**config.mk**
```make
export PLATFORM = sky130hd
export DESIGN_NAME = pattern_driver_7458
export DESIGN_NICKNAME = d
export VERILOG_FILES = /design/src/rtl/pattern_driver_7458.sv
export SDC_FILE = /design/constraint.sdc
export NUM_CORES = 1
export LEC_CHECK = 0
export BUFFER_PORTS_ARGS = -buffer_cell sky130_fd_sc_hd__buf_2
export CAP_MARGIN = 15
export CELL_PAD_IN_SITES_DETAIL_PLACEMENT = 1
export CELL_PAD_IN_SITES_GLOBAL_PLACEMENT = 2
export CORE_AREA = 10 10 92 94
export CTS_BUF_LIST = sky130_fd_sc_hd__clkbuf_8
export DETAILED_ROUTE_END_ITERATION = 10
export DIE_AREA = 0 0 102 104
export PLACE_DENSITY_LB_ADDON = 0.1
export SLEW_MARGIN = 20
export SYNTH_ARGS = -nofsm -noshare
export SYNTH_HDL_FRONTEND = slang
export SYNTH_SLANG_ARGS = --single-unit
```
**constraint.sdc**
```tcl
create_clock -name clk -period 2.2 [get_ports clk]
set_clock_uncertainty 0.15 [all_clocks]
set_input_delay 0.22 -clock clk [delete_from_list [all_inputs] [get_ports clk]]
set_output_delay 0.22 -clock clk [all_outputs]
set_load 0.01 [all_outputs]
```
**src/rtl/pattern_driver_7458.sv**
```systemverilog
// pattern_driver_7458
// Registered 10-bit stimulus source for a downstream chip_7458 dual AND-OR
// gate. Acts as a universal shift/load register in IDLE and walks all 1024
// input combinations during a sweep, holding each one HOLD_CYCLES cycles.
// Optional compile-time feature: define PATTERN_DRIVER_CHECK_EN to compile in
// the golden model and mismatch checker for the returned p1y/p2y outputs.
module pattern_driver_7458 #(
  parameter int unsigned HOLD_CYCLES = 1
) (
  input  logic        clk,
  input  logic        rst_n,
  input  logic [1:0]  mode,
  input  logic        ser_r,
  input  logic        ser_l,
  input  logic [9:0]  d,
  input  logic        sweep_start,
  input  logic        p1y_in,
  input  logic        p2y_in,
  output logic [9:0]  q,
  output logic        sweep_busy,
  output logic        sweep_done,
  output logic        err_flag,
  output logic [10:0] err_count,
  output logic [9:0]  first_err_pat
);

  typedef enum logic [1:0] {
    ST_IDLE = 2'd0,
    ST_RUN  = 2'd1,
    ST_DONE = 2'd2
  } state_t;

  localparam logic [7:0] HOLD_LAST = 8'(HOLD_CYCLES - 1);
  localparam logic [9:0] PAT_LAST  = 10'h3FF;

  state_t      state_r;
  logic [9:0]  q_r;
  logic [7:0]  hold_cnt_r;
  logic        busy_r;
  logic        done_r;
  logic        err_flag_r;
  logic [10:0] err_count_r;
  logic [9:0]  first_err_r;
  logic        mismatch_s;

  // Expected p1y of a healthy 7458 for inputs p1a..p1f = v[0..5].
  function automatic logic golden_p1(input logic [9:0] v);
    return (v[0] & v[1] & v[2]) | (v[3] & v[4] & v[5]);
  endfunction

  // Expected p2y of a healthy 7458 for inputs p2a..p2d = v[6..9].
  function automatic logic golden_p2(input logic [9:0] v);
    return (v[6] & v[7]) | (v[8] & v[9]);
  endfunction

`ifdef PATTERN_DRIVER_CHECK_EN
  // Compare the returned chip outputs with the golden model for the current q.
  always_comb begin
    mismatch_s = 1'b0;
    if ({p1y_in, p2y_in} != {golden_p1(q_r), golden_p2(q_r)}) begin
      mismatch_s = 1'b1;
    end else begin
      mismatch_s = 1'b0;
    end
  end
`else
  // Checker not built: the returned chip outputs are deliberately unused.
  logic unused_chip_s;
  always_comb begin
    unused_chip_s = p1y_in ^ p2y_in;
    mismatch_s    = 1'b0;
  end
`endif

  // Sweep FSM, shift/load register, hold counter and error bookkeeping.
  always_ff @(posedge clk or negedge rst_n) begin
    if (!rst_n) begin
      state_r     <= ST_IDLE;
      q_r         <= 10'h000;
      hold_cnt_r  <= 8'd0;
      busy_r      <= 1'b0;
      done_r      <= 1'b0;
      err_flag_r  <= 1'b0;
      err_count_r <= 11'd0;
      first_err_r <= 10'h000;
    end else begin
      case (state_r)
        ST_IDLE: begin
          done_r <= 1'b0;
          if (sweep_start) begin
            q_r         <= 10'h000;
            hold_cnt_r  <= 8'd0;
            busy_r      <= 1'b1;
            err_flag_r  <= 1'b0;
            err_count_r <= 11'd0;
            first_err_r <= 10'h000;
            state_r     <= ST_RUN;
          end else begin
            case (mode)
              2'b00:   q_r <= q_r;
              2'b01:   q_r <= {ser_r, q_r[9:1]};
              2'b10:   q_r <= {q_r[8:0], ser_l};
              2'b11:   q_r <= d;
              default: q_r <= q_r;
            endcase
          end
        end
        ST_RUN: begin
          if (hold_cnt_r == HOLD_LAST) begin
            // Terminal hold cycle: the chip has settled, sample its outputs.
            if (mismatch_s) begin
              err_flag_r  <= 1'b1;
              err_count_r <= err_count_r + 11'd1;
              if (!err_flag_r) begin
                first_err_r <= q_r;
              end
            end
            if (q_r != PAT_LAST) begin
              q_r        <= q_r + 10'd1;
              hold_cnt_r <= 8'd0;
            end else begin
              // Last pattern done; q stays at 3FF rather than wrapping.
              busy_r  <= 1'b0;
              done_r  <= 1'b1;
              state_r <= ST_DONE;
            end
          end else begin
            hold_cnt_r <= hold_cnt_r + 8'd1;
          end
        end
        ST_DONE: begin
          done_r  <= 1'b0;
          state_r <= ST_IDLE;
        end
        default: begin
          busy_r  <= 1'b0;
          done_r  <= 1'b0;
          state_r <= ST_IDLE;
        end
      endcase
    end
  end

  assign q             = q_r;
  assign sweep_busy    = busy_r;
  assign sweep_done    = done_r;
  assign err_flag      = err_flag_r;
  assign err_count     = err_count_r;
  assign first_err_pat = first_err_r;

endmodule

```
## Yosys cells after proc, flatten, opt, wreduce, memory -nomap -nowiden

Index checks and enable logic that the tools add are counted.

- Reduce and logical (&&, ||, !) cells: 9
- $add $sub $neg: 2
- Bitwise gates (word level): 1
- Mux-type cells: 20
- Equality and inequality tests: 12

Operators with widths:

| cell | count |
|---|---|
| 2-to-1 mux 10 bit | 3 |
| case mux 10 bit (3 select lines) | 1 |
| 2-to-1 mux 8 bit | 3 |
| case mux 10 bit (2 select lines) | 1 |
| case mux 8 bit (2 select lines) | 1 |
| adder 10 x 1 -> 10 bit (second input constant) | 1 |
| != test 10 bit (second input constant) | 1 |
| adder 8 x 1 -> 8 bit (second input constant) | 1 |
| zero test 8 bit | 1 |
| != test 2 bit (second input constant) | 4 |
| AND reduction 4 bit | 2 |
| == test 2 bit (second input constant) | 3 |
| 2-to-1 mux 1 bit | 6 |
| 2-to-1 mux 2 bit | 3 |
| != test 3 bit (second input constant) | 2 |
| AND reduction 3 bit | 2 |
| == test 2 x 1 -> 1 bit (second input constant) | 2 |
| zero test 2 bit | 2 |
| case mux 2 bit (2 select lines) | 1 |
| case mux 1 bit (3 select lines) | 1 |
| AND reduction 2 bit | 1 |
| nonzero test 2 bit | 1 |
| NOT 1 bit | 1 |

- Bits in registers: 22
- Bits of input ports: 19
- Output and inout bits: 34
- Logic and storage cells: 49

## Logic depth before layout (Yosys ltp)

Gate-level depths: netlist of the first run.

- Depth after elaboration: 4
- Mapped depth: 7
- Mapped depth without buffers: 6

## Least setup slack after synthesis of the first run

OpenSTA, ideal clock, no wires.

- Path type: reg-to-reg
- From: reg hold_cnt_r[0]
- To: reg q_r[1] (netlist: q[1])
- Cell stages (with the launch flop): 8
- Slack: -0.043 ns
- Data arrival time: 1.968 ns
- Buffers on the path: 1
- Path through: dfrtp_1 inv_1 ha_1 or4b_4 o41ai_4 and3_1 buf_4 mux2_4

- Cells in the longest elaborated chain, start to end: 3

Ends and longest elaborated chain:

| item | RTL line | RTL |
|---|---|---|
| from (decl) | 38 | `logic [7:0] hold_cnt_r;` |
| from (signal assigned) | 128 | `hold_cnt_r <= hold_cnt_r + 8'd1;` |
| zero test 8 bit | 109 | `if (hold_cnt_r == HOLD_LAST) begin` |
| != test 2 bit (no source line) | n/a |  |
| AND reduction 4 bit (no source line) | n/a |  |
| to (signal assigned) | 102 | `2'b10: q_r <= {q_r[8:0], ser_l};` |
| to (signal assigned) | 104 | `default: q_r <= q_r;` |
| to (signal assigned) | 119 | `q_r <= q_r + 10'd1;` |
| to (decl) | 37 | `logic [9:0] q_r;` |

No other way between the ends.
A chain may end at the register's enable or synchronous reset.

## Worst setup path in the final report of the first run

Same ends and word-level chain as after synthesis.

==> results.txt, run 1 <==
----------------------------------------------------
[Outcome]
  Outcome ... completed

[Timing]
  Setup repair after global routing missed its margin ... yes
  Setup TNS ... 0 ns
  Actual slew at the worst max-slew pin ... 0.590 ns
  Number of slew-limit violations in the final report ... 0
  Minimum clock period ... between 2 and 2.5 ns
  Relative max-transition margin ... 0.605
  Crit share post-route ... 0.986
  Fmax ... ~460 MHz
  Setup violations, final ... 0
  Hold Vio Cnt, Final ... 0

[Drt]
  Final Routed Wirelength ... between 5000 and 6000 um
  Detailed-route via count ... roughly 1700
  Initial drt markers ... between 40 and 50
  DR DRC count ... 0
  Number of detailed-route iterations in the first pass ... 4
  Post-DR wirelength/cell ... 17.6 um
  Number of vias per cell after detailed routing ... 5.08
  Remaining number of nets flagged by the antenna check after routing ... 0

[Global routing]
  Total congestion overflow after global routing ... 0
  Number of antenna violations at the first check in global routing ... 0
  Global-route wire length before repair ... roughly 9600 um
  Global Route Usage Sum ... 0.110
  Number of global-route vias before repair ... 1789
  Maximum number of pins on one net before global-route repair ... 23

[Min path]
  Hold WC Path Type ... in2reg

[Setup path]
  Worst setup path category ... reg2reg
  Endpoint of the worst-slack reg-to-reg timing path ... q[1]$_DFFE_PN0P_
  Sum of buffers and inverters on the critical path ... 1
  Top fanout value on the critical path ... 3
  Endpoint of the most critical setup path ... q[1]$_DFFE_PN0P_
  Element type at the critical path start ... flip-flop
  Worst path cell trace ... inv_2, ha_4, or4b_4, o41ai_4, and3_4, mux2_4
  WP depth ... 6
  Worst reg2reg startpoint ... hold_cnt_r[0]$_DFFE_PN0P_
  Cell type group with the largest total delay on the critical path ... simple AND/OR/NAND/NOR gates
  WP data arrival ... ~2.2 ns
  Worst Setup SP ... hold_cnt_r[0]$_DFFE_PN0P_
  Logic depth of the worst register-to-register path ... 6
  Worst reg2reg setup slack ... roughly 0.031 ns
  Nature of the critical path endpoint ... flip-flop
  Slowest stage cell, crit path ... sky130_fd_sc_hd__or4b_4
  Crit path largest cell delay ... about 0.47 ns
  Data required time of the critical path ... between 2 and 2.5 ns

[Synth]
  Multiplexer share of the synthesized area ... 0.0666
  Post-synthesis average cell area ... 8.52 um2
  Yosys Warn Count ... 0
  Combinational family with the most area after synthesis ... compound AO/OA/AOI/OAI gates
  Main flop type after synthesis ... sky130_fd_sc_hd__dfrtp_1
  Post-synthesis adder-cell area fraction ... 0.0215
  Count of state elements after synthesis ... 22
  Proportion of synthesized chip area in sequential cells ... 0.315
  Synth cell types ... 48
  Syn Inst Count ... 205
  Area fraction in and, or, nand and nor cells after synthesis ... 0.182
  XOR/XNOR share of the synthesized area ... 0.0100
  Mapped cell area ... about 1700 um2
  Fraction of registers with async set or reset after synthesis ... 1.00
  Number of flops mapped to enable cells by yosys ... 0
  Compound-cell area share of the yosys netlist ... 0.258

[Pwr]
  Leak Pwr ... approximately 1.1 nW
  Power after layout ... 0.00229 W
  IR Drop Worst-Case VDD ... 0.374 mV
  Total power per unit cell area ... 1030 nW/um2

[Clock network]
  Clock-pin slew on the worst setup and hold paths ... around 0.09 ns
  Clock insertion delay at the later pin of the skew report ... 0.26 ns
  CTS tree ... done
  Clock buffer count from CTS ... 3
  CTS H-tree lvls ... 1
  Clock Path Buffers ... 2
  Root buffer cell ... sky130_fd_sc_hd__clkbuf_8
  Number of clock sinks seen by CTS ... 22

[Cells and area]
  Total area of sequential cells ... 551 um2
  Layout cell share with drive strength beyond 1 ... 0.294
  Area occupied by multi-input gates ... around 1100 um2
  Total of fill cells in the finished design ... approximately 800
  Area growth from synthesis to final layout ... 27.1%
  Ant. Diodes ... 0
  Final net count ... roughly 280
  Core Util, Final ... 0.332

[Place]
  Gp weighted congestion ... a little over 0.8
  Number of I/O port buffers ... 28
  Half-perimeter wire length after detailed placement ... 4630 um

[Floorplanning]
  Vertical die dimension ... ~100 um
  Boundary Pins ... 53
  Die extent in x ... just over 100 um
  Number of placement rows ... 30
  Full die area ... approximately 11000 um2
  Area inside the core boundary ... 6680 um2
  Starting density of the core ... 0.261

[Job]
  Max_cap viols ... 0

----------------------------------------------------
per-layer routing:
metal / track usage / wire length (um)
met5: 0 / 0
met4: 0.0272 / 34
met3: 0.0206 / 479
met2: 0.163 / 2590
met1: 0.158 / 2800
Yosys cell counts (6+ instances only):
cell type / number / area (um2)
sky130_fd_sc_hd__nand3_1: 6 / 30.0
sky130_fd_sc_hd__a41oi_1: 7 / 61.3
sky130_fd_sc_hd__nor2_1: 18 / 67.6
sky130_fd_sc_hd__a21oi_1: 21 / 105
sky130_fd_sc_hd__dfrtp_1: 22 / 551
sky130_fd_sc_hd__clkbuf_1: 10 / 37.5
sky130_fd_sc_hd__nand4_1: 7 / 43.8
sky130_fd_sc_hd__inv_1: 8 / 30.0
sky130_fd_sc_hd__mux2i_1: 9 / 90.1
sky130_fd_sc_hd__nand2_1: 8 / 30.0
sky130_fd_sc_hd__buf_4: 24 / 180
flip-flops by register name, indices dropped and copies added, names as in the netlist:
signal      count
hold_cnt_r      8
sweep_busy      1
sweep_done      1
q              10
state_r         2
cells by family (layout without fill, tap and decap cells):
| family | count (synthesis) | count (layout) |
|---|---|---|
| AOI/OAI and AO/OA | 62 | 62 |
| xor gates and xnor gates | 2 | 2 |
| and+or+nand+nor | 61 | 61 |
| adders and majority gates | 3 | 3 |
| buffers and inverters | 43 | 72 |
| DFF | 22 | 22 |
| other | 1 | 22 |
| muxes | 11 | 11 |
worst register-to-register path, stage by stage (launching register included):
cell	delay, ns
sky130_fd_sc_hd__dfrtp_1	0.41
sky130_fd_sc_hd__inv_2	0.08
sky130_fd_sc_hd__ha_4	0.12
sky130_fd_sc_hd__or4b_4	0.47
sky130_fd_sc_hd__o41ai_4	0.26
sky130_fd_sc_hd__and3_4	0.28
sky130_fd_sc_hd__mux2_4	0.30
area by class of cell:
type                            count  share of cell area
Multi-Input combinational cell    161               0.476
Clock inverter                      1              0.0135
Timing Repair Buffer               60               0.185
Clock buffer                        3              0.0186
Inverter                            8              0.0135
Sequential cell                    22               0.248
Tap cell                           80              0.0451
cell usage in the layout (no fill, tap or decap), types with 2 or more instances in the layout:
| cell | Yosys | final |
|---|---|---|
| sky130_fd_sc_hd__buf_2 | 1 | 28 |
| sky130_fd_sc_hd__buf_4 | 24 | 26 |
| sky130_fd_sc_hd__conb_1 | 1 | 22 |
| sky130_fd_sc_hd__dfrtp_1 | 22 | 22 |
| sky130_fd_sc_hd__a21oi_1 | 21 | 19 |
| sky130_fd_sc_hd__nor2_1 | 18 | 18 |
| sky130_fd_sc_hd__mux2i_1 | 9 | 9 |
| sky130_fd_sc_hd__nand2_1 | 8 | 8 |
| sky130_fd_sc_hd__nand4_1 | 7 | 7 |
| sky130_fd_sc_hd__inv_1 | 8 | 6 |
| sky130_fd_sc_hd__nand3_1 | 6 | 6 |
| sky130_fd_sc_hd__a41oi_1 | 7 | 6 |
| sky130_fd_sc_hd__o21ai_0 | 5 | 5 |
| sky130_fd_sc_hd__nor3_1 | 5 | 5 |
| sky130_fd_sc_hd__a22o_1 | 4 | 4 |
| sky130_fd_sc_hd__buf_6 | 0 | 4 |
| sky130_fd_sc_hd__nor4_1 | 3 | 3 |
| sky130_fd_sc_hd__a2bb2oi_1 | 3 | 3 |
| sky130_fd_sc_hd__a31oi_1 | 3 | 3 |
| sky130_fd_sc_hd__clkbuf_8 | 0 | 3 |
| sky130_fd_sc_hd__inv_2 | 0 | 2 |
| sky130_fd_sc_hd__and4_1 | 2 | 2 |
| sky130_fd_sc_hd__and3_1 | 3 | 2 |
| sky130_fd_sc_hd__nand2b_1 | 2 | 2 |
| sky130_fd_sc_hd__nor3b_1 | 2 | 2 |
| sky130_fd_sc_hd__a21o_1 | 2 | 2 |
| sky130_fd_sc_hd__a22oi_1 | 2 | 2 |
| sky130_fd_sc_hd__a21oi_2 | 0 | 2 |
| sky130_fd_sc_hd__a211o_1 | 2 | 2 |
| sky130_fd_sc_hd__ha_1 | 3 | 2 |
worst min path at each step:
stage,from,to,slack (ns),cells after the start
floorplan,rst_n,hold_cnt_r[0]$_DFFE_PN0P_,-0.23,0
global placement,rst_n,hold_cnt_r[4]$_DFFE_PN0P_,0.09,1
detailed placement,rst_n,hold_cnt_r[4]$_DFFE_PN0P_,0.09,1
CTS,sweep_start,sweep_busy$_DFFE_PN0P_,0.30,4
global route,sweep_start,q[0]$_DFFE_PN0P_,0.32,4
finish,sweep_start,q[0]$_DFFE_PN0P_,0.30,4
timing repair:
item,4_1_cts,5_1_grt
resized for setup,2,13
buffers inserted,1,6
pin swaps,1,1
endpoints found under the setup margin,9,18
endpoints found under the hold margin,22,0
hold buffers,1,0
where the power goes:
group | switching (W) | internal, W | leakage, nW | total (W)
Combinational | 0.000617 | 0.000600 | 0.764 | 0.00122
Clock | 0.000145 | 0.000243 | 0.0357 | 0.000388
Sequential | 0.000143 | 0.000538 | 0.270 | 0.000681
Total | 0.000906 | 0.00138 | 1.07 | 0.00229
through the flow:
step | std cells | hold slack [ns] | cell area (um2) | setup WS [ns]
after global placement | 323 | 0.0876 | 2020 | 0.0220
after global routing | 335 | 0.320 | 2220 | -0.0673
after detailed placement | 323 | 0.0943 | 2020 | -0.0202
after floorplan | 226 | -0.226 | 1830 | -0.0430
after CTS | 329 | 0.303 | 2120 | -0.0183
final | 335 | 0.299 | 2220 | 0.0313
Power figures use the tool's default switching activity.
==> run 2: changes to the inputs <==
--- a/config.mk
+++ b/config.mk
@@ -5,14 +5,15 @@
 export SDC_FILE = /design/constraint.sdc
 export NUM_CORES = 1
 export LEC_CHECK = 0
+export ABC_AREA = 1
 export BUFFER_PORTS_ARGS = -buffer_cell sky130_fd_sc_hd__buf_2
 export CAP_MARGIN = 15
 export CELL_PAD_IN_SITES_DETAIL_PLACEMENT = 1
 export CELL_PAD_IN_SITES_GLOBAL_PLACEMENT = 2
-export CORE_AREA = 10 10 92 94
+export CORE_AREA = 10 10 95 97
 export CTS_BUF_LIST = sky130_fd_sc_hd__clkbuf_8
 export DETAILED_ROUTE_END_ITERATION = 10
-export DIE_AREA = 0 0 102 104
+export DIE_AREA = 0 0 105 107
 export PLACE_DENSITY_LB_ADDON = 0.1
 export SLEW_MARGIN = 20
 export SYNTH_ARGS = -nofsm -noshare
==> run 2 against run 1 <==
Compared with the run above: utilization is 5.1 points lower; via count shrank 2.1%; highest routed layer unchanged; largest power group is now registers; hold slack got worse by 0.075 ns; sequential share of layout area up 2.7 points; routed wire length is 10% lower.
==> results.txt, run 2 <==
----------------------------------------------------
[Setup path]
  WP data arrival ... 1.84 ns (was 2.17 ns)
  Slowest stage cell, crit path ... sky130_fd_sc_hd__dfrtp_1 (was sky130_fd_sc_hd__or4b_4)
  Worst setup path category ... reg2reg (unchanged)
  Data required time of the critical path ... 2.27 ns (was 2.20 ns)
  Element type at the critical path start ... flip-flop (unchanged)
  Nature of the critical path endpoint ... flip-flop (unchanged)
  Worst path cell trace ... ha_1, nand2_2, nor2_4, nand3_2, nand2_2, nand2_4, nor2_8, nand2_1, nand2_1 (was inv_2, ha_4, or4b_4, o41ai_4, and3_4, mux2_4)
  Top fanout value on the critical path ... 9 (was 3)
  Crit path largest cell delay ... 0.47 ns (about the same)

[Floorplanning]
  Vertical die dimension ... 107 um (was 104 um)
  Die extent in x ... 105 um (was 102 um)
  Area inside the core boundary ... 7140 um2 (was 6680 um2)
  Number of placement rows ... 31 (was 30)
  Starting density of the core ... 0.247 (was 0.261)
  Boundary Pins ... 53 (unchanged)
  Full die area ... 11200 um2 (was 10600 um2)

[Synth]
  Count of state elements after synthesis ... 22 (unchanged)
  Largest cells by area after synthesis ... sky130_fd_sc_hd__dfrtp_1 31%, sky130_fd_sc_hd__nand2_1 26%, sky130_fd_sc_hd__buf_4 9.4%, sky130_fd_sc_hd__nand3_1 6.0%, sky130_fd_sc_hd__inv_1 4.7% (was sky130_fd_sc_hd__dfrtp_1 32%, sky130_fd_sc_hd__buf_4 10%, sky130_fd_sc_hd__a21oi_1 6.0%, sky130_fd_sc_hd__mux2i_1 5.2%, sky130_fd_sc_hd__nor2_1 3.9%)
  Synth cell types ... 28 (was 48)
  Post-synthesis average cell area ... 6.52 um2 (was 8.52 um2)
  Mapped cell area ... 1760 um2 (was 1750 um2)
  Fraction of registers with async set or reset after synthesis ... 1.00 (unchanged)
  Syn Inst Count ... 270 (was 205)
  Yosys top cell area share ... 0.313 (was 0.315)
  Main flop type after synthesis ... sky130_fd_sc_hd__dfrtp_1 (unchanged)
  Cell taking the most area after synthesis ... sky130_fd_sc_hd__dfrtp_1 (unchanged)
  Number of flops mapped to enable cells by yosys ... 0 (unchanged)
  Most numerous cell in the Yosys netlist ... sky130_fd_sc_hd__nand2_1 (was sky130_fd_sc_hd__buf_4)
  Yosys Warn Count ... 0 (unchanged)
  Proportion of synthesized chip area in sequential cells ... 0.313 (was 0.315)
  Synth top cells by count ... 122 x sky130_fd_sc_hd__nand2_1, 22 x sky130_fd_sc_hd__buf_4, 22 x sky130_fd_sc_hd__dfrtp_1, 22 x sky130_fd_sc_hd__inv_1, 21 x sky130_fd_sc_hd__nand3_1 (was 24 x sky130_fd_sc_hd__buf_4, 22 x sky130_fd_sc_hd__dfrtp_1, 21 x sky130_fd_sc_hd__a21oi_1)

[Clock network]
  CTS H-tree lvls ... 1 (unchanged)
  Clock buffer count from CTS ... 3 (unchanged)
  Number of clock sinks seen by CTS ... 22 (unchanged)
  Clock insertion delay at the later pin of the skew report ... 0.27 ns (was 0.26 ns)
  CTS tree ... done (unchanged)
  Clock-pin slew on the worst setup and hold paths ... 0.09 ns (about the same)
  Root buffer cell ... sky130_fd_sc_hd__clkbuf_8 (unchanged)
  Clock Path Buffers ... 2 (unchanged)

[Timing]
  Minimum clock period ... 1.77 ns (was 2.17 ns)
  Setup repair after global routing missed its margin ... no (was yes)
  Setup TNS ... 0 ns (unchanged)
  Setup violations, final ... 0 (unchanged)
  Relative max-transition margin ... 0.639 (was 0.605)
  Number of slew-limit violations in the final report ... 0 (unchanged)
  Post-Route Hold Slack ... 0.225 ns (was 0.299 ns)
  Crit share post-route ... 0.804 (was 0.986)
  Actual slew at the worst max-slew pin ... 0.542 ns (was 0.590 ns)
  Hold Vio Cnt, Final ... 0 (unchanged)
  Fmax ... 566 MHz (was 461 MHz)

[Pwr]
  IR Drop Worst-Case VDD ... 0.331 mV (was 0.374 mV)
  Leak Pwr ... 1.07 nW (about the same)
  Total power per unit cell area ... 925 nW/um2 (was 1030 nW/um2)

[Global routing]
  Global Route Usage Sum ... 0.0977 (was 0.110)
  Total congestion overflow after global routing ... 0 (unchanged)
  Maximum number of pins on one net before global-route repair ... 23 (unchanged)
  Number of global-route vias before repair ... 1816 (was 1789)
  Number of antenna violations at the first check in global routing ... 0 (unchanged)
  Global-route wire length before repair ... 9170 um (was 9580 um)

[Place]
  Half-perimeter wire length after detailed placement ... 4240 um (was 4630 um)
  Gp weighted congestion ... 0.696 (was 0.805)
  Number of I/O port buffers ... 28 (unchanged)

[Min path]
  Hold WC Path Type ... in2reg (unchanged)

[Cells and area]
  Area growth from synthesis to final layout ... 13.8% (was 27.1%)
  Final net count ... 324 (was 278)
  Layout cell share with drive strength beyond 1 ... 0.156 (was 0.294)
  Leading cell types in the layout, fill and taps excluded ... 122 x sky130_fd_sc_hd__nand2_1, 28 x sky130_fd_sc_hd__buf_2, 22 x sky130_fd_sc_hd__inv_1, 22 x sky130_fd_sc_hd__conb_1, 22 x sky130_fd_sc_hd__dfrtp_1 (was 28 x sky130_fd_sc_hd__buf_2, 26 x sky130_fd_sc_hd__buf_4, 22 x sky130_fd_sc_hd__conb_1, 22 x sky130_fd_sc_hd__dfrtp_1, 19 x sky130_fd_sc_hd__a21oi_1)
  Ant. Diodes ... 0 (unchanged)
  Most common cell after layout, fill and taps aside ... sky130_fd_sc_hd__nand2_1 (was sky130_fd_sc_hd__buf_2)
  Max FFs per register ... 10 (unchanged)

[Drt]
  Detailed-route via count ... 1667 (was 1703)
  Post-DR wirelength/cell ... 13.2 um (was 17.6 um)
  Number of detailed-route iterations in the first pass ... 4 (unchanged)
  Number of vias per cell after detailed routing ... 4.17 (was 5.08)
  Remaining number of nets flagged by the antenna check after routing ... 0 (unchanged)
  Final Routed Wirelength ... 5290 um (was 5900 um)
  Initial drt markers ... 19 (was 44)
  DR DRC count ... 0 (unchanged)

[Outcome]
  Outcome ... completed (unchanged)

[Job]
  Max_cap viols ... 0 (unchanged)

----------------------------------------------------
-- run 2: changes by cell type after synthesis, sizes merged, moves of 4 or more --
cell / change
nand4: -5
inv: +14
clkbuf: -9
a41oi: -7
nand3: +16
nand2: +119
a21oi: -19
a22o: -4
o211ai: +5
mux2i: -9
-- run 2: power breakdown --
group	total [W]	internal, W	switching, W
Clock	0.000313	0.000160	0.000152
Sequential	0.000793	0.000560	0.000232
Combinational	0.000749	0.000313	0.000436
-- run 2: critical path, delay by kind of cell (launching register included) --
kind / cells / cell delay [ns]
flip-flops: 1 / 0.47
adder cells (fa/ha/maj): 1 / 0.22
AND/OR/NAND/NOR: 8 / 0.89
-- run 2: area by class of cell --
| type | instances | area [um2] |
|---|---|---|
| sequential | 22 | 551 |
| inverter | 23 | 86.3 |
| timing repair buffer | 31 | 165 |
| clock buffer | 4 | 55.1 |
| tap | 99 | 124 |
| multi-input combinational | 221 | 1020 |
| fill | 953 | 5130 |
-- run 2: through the flow --
stage / std cells / setup slack [ns] / total power (W) / instance area [um2] / util
2_1_floorplan: 291 / 0.656 / 0.00131 / 1840 / -
6_report: 400 / 0.432 / 0.00185 / 2000 / 0.281
4_1_cts: 400 / 0.390 / 0.00189 / 2000 / 0.281
3_5_place_dp: 395 / 0.418 / 0.00157 / 1940 / 0.272
3_3_place_gp: 395 / 0.424 / 0.00156 / 1940 / 0.272
5_1_grt: 400 / 0.238 / 0.00208 / 2000 / 0.281
-- run 2: worst paths after layout --
kind | start | end | slack, ns | depth (start not counted)
max reg2reg | q[1]$_DFFE_PN0P_ | hold_cnt_r[1]$_DFFE_PN0P_ | 0.43 | 9
min in group asynchronous | rst_n | hold_cnt_r[0]$_DFFE_PN0P_ | 0.30 | 2
min | d[1] | q[1]$_DFFE_PN0P_ | 0.22 | 7
max in group asynchronous | rst_n | q[8]$_DFFE_PN0P_ | 1.24 | 2
max | q[1]$_DFFE_PN0P_ | hold_cnt_r[1]$_DFFE_PN0P_ | 0.43 | 9
min reg2reg | sweep_done$_DFFE_PN0P_ | sweep_done$_DFFE_PN0P_ | 0.35 | 2
-- run 2: cell families (layout without fill, tap and decap cells) --
| logic type | Yosys count | in the layout | synth area share |
|---|---|---|---|
| and+or+nand+nor | 175 | 175 | 0.438 |
| buffers and inverters | 48 | 58 | 0.151 |
| DFF | 22 | 22 | 0.313 |
| AOI/OAI and AO/OA | 20 | 20 | 0.0696 |
| adders and majority gates | 3 | 3 | 0.0213 |
| other | 1 | 22 | 0.00213 |
| xor gates and xnor gates | 1 | 1 | 0.00497 |
-- run 2: repair_timing --
item | CTS | global route
endpoints found under the hold margin | 22 | 0
gates resized for setup | 0 | 0
hold buffers | 1 | 0
setup buffers | 0 | 0
setup endpoints to repair | 0 | 0
-- run 2: routing by layer --
| metal | GRT usage | vias to the layer above | routed length (um) |
|---|---|---|---|
| met3 | 0.0156 | 5 | 115 |
| li1 | - | 862 | - |
| met2 | 0.177 | 27 | 2640 |
| met5 | 0 | - | 0 |
| met1 | 0.118 | 773 | 2480 |
| met4 | 0.0235 | 0 | 55 |
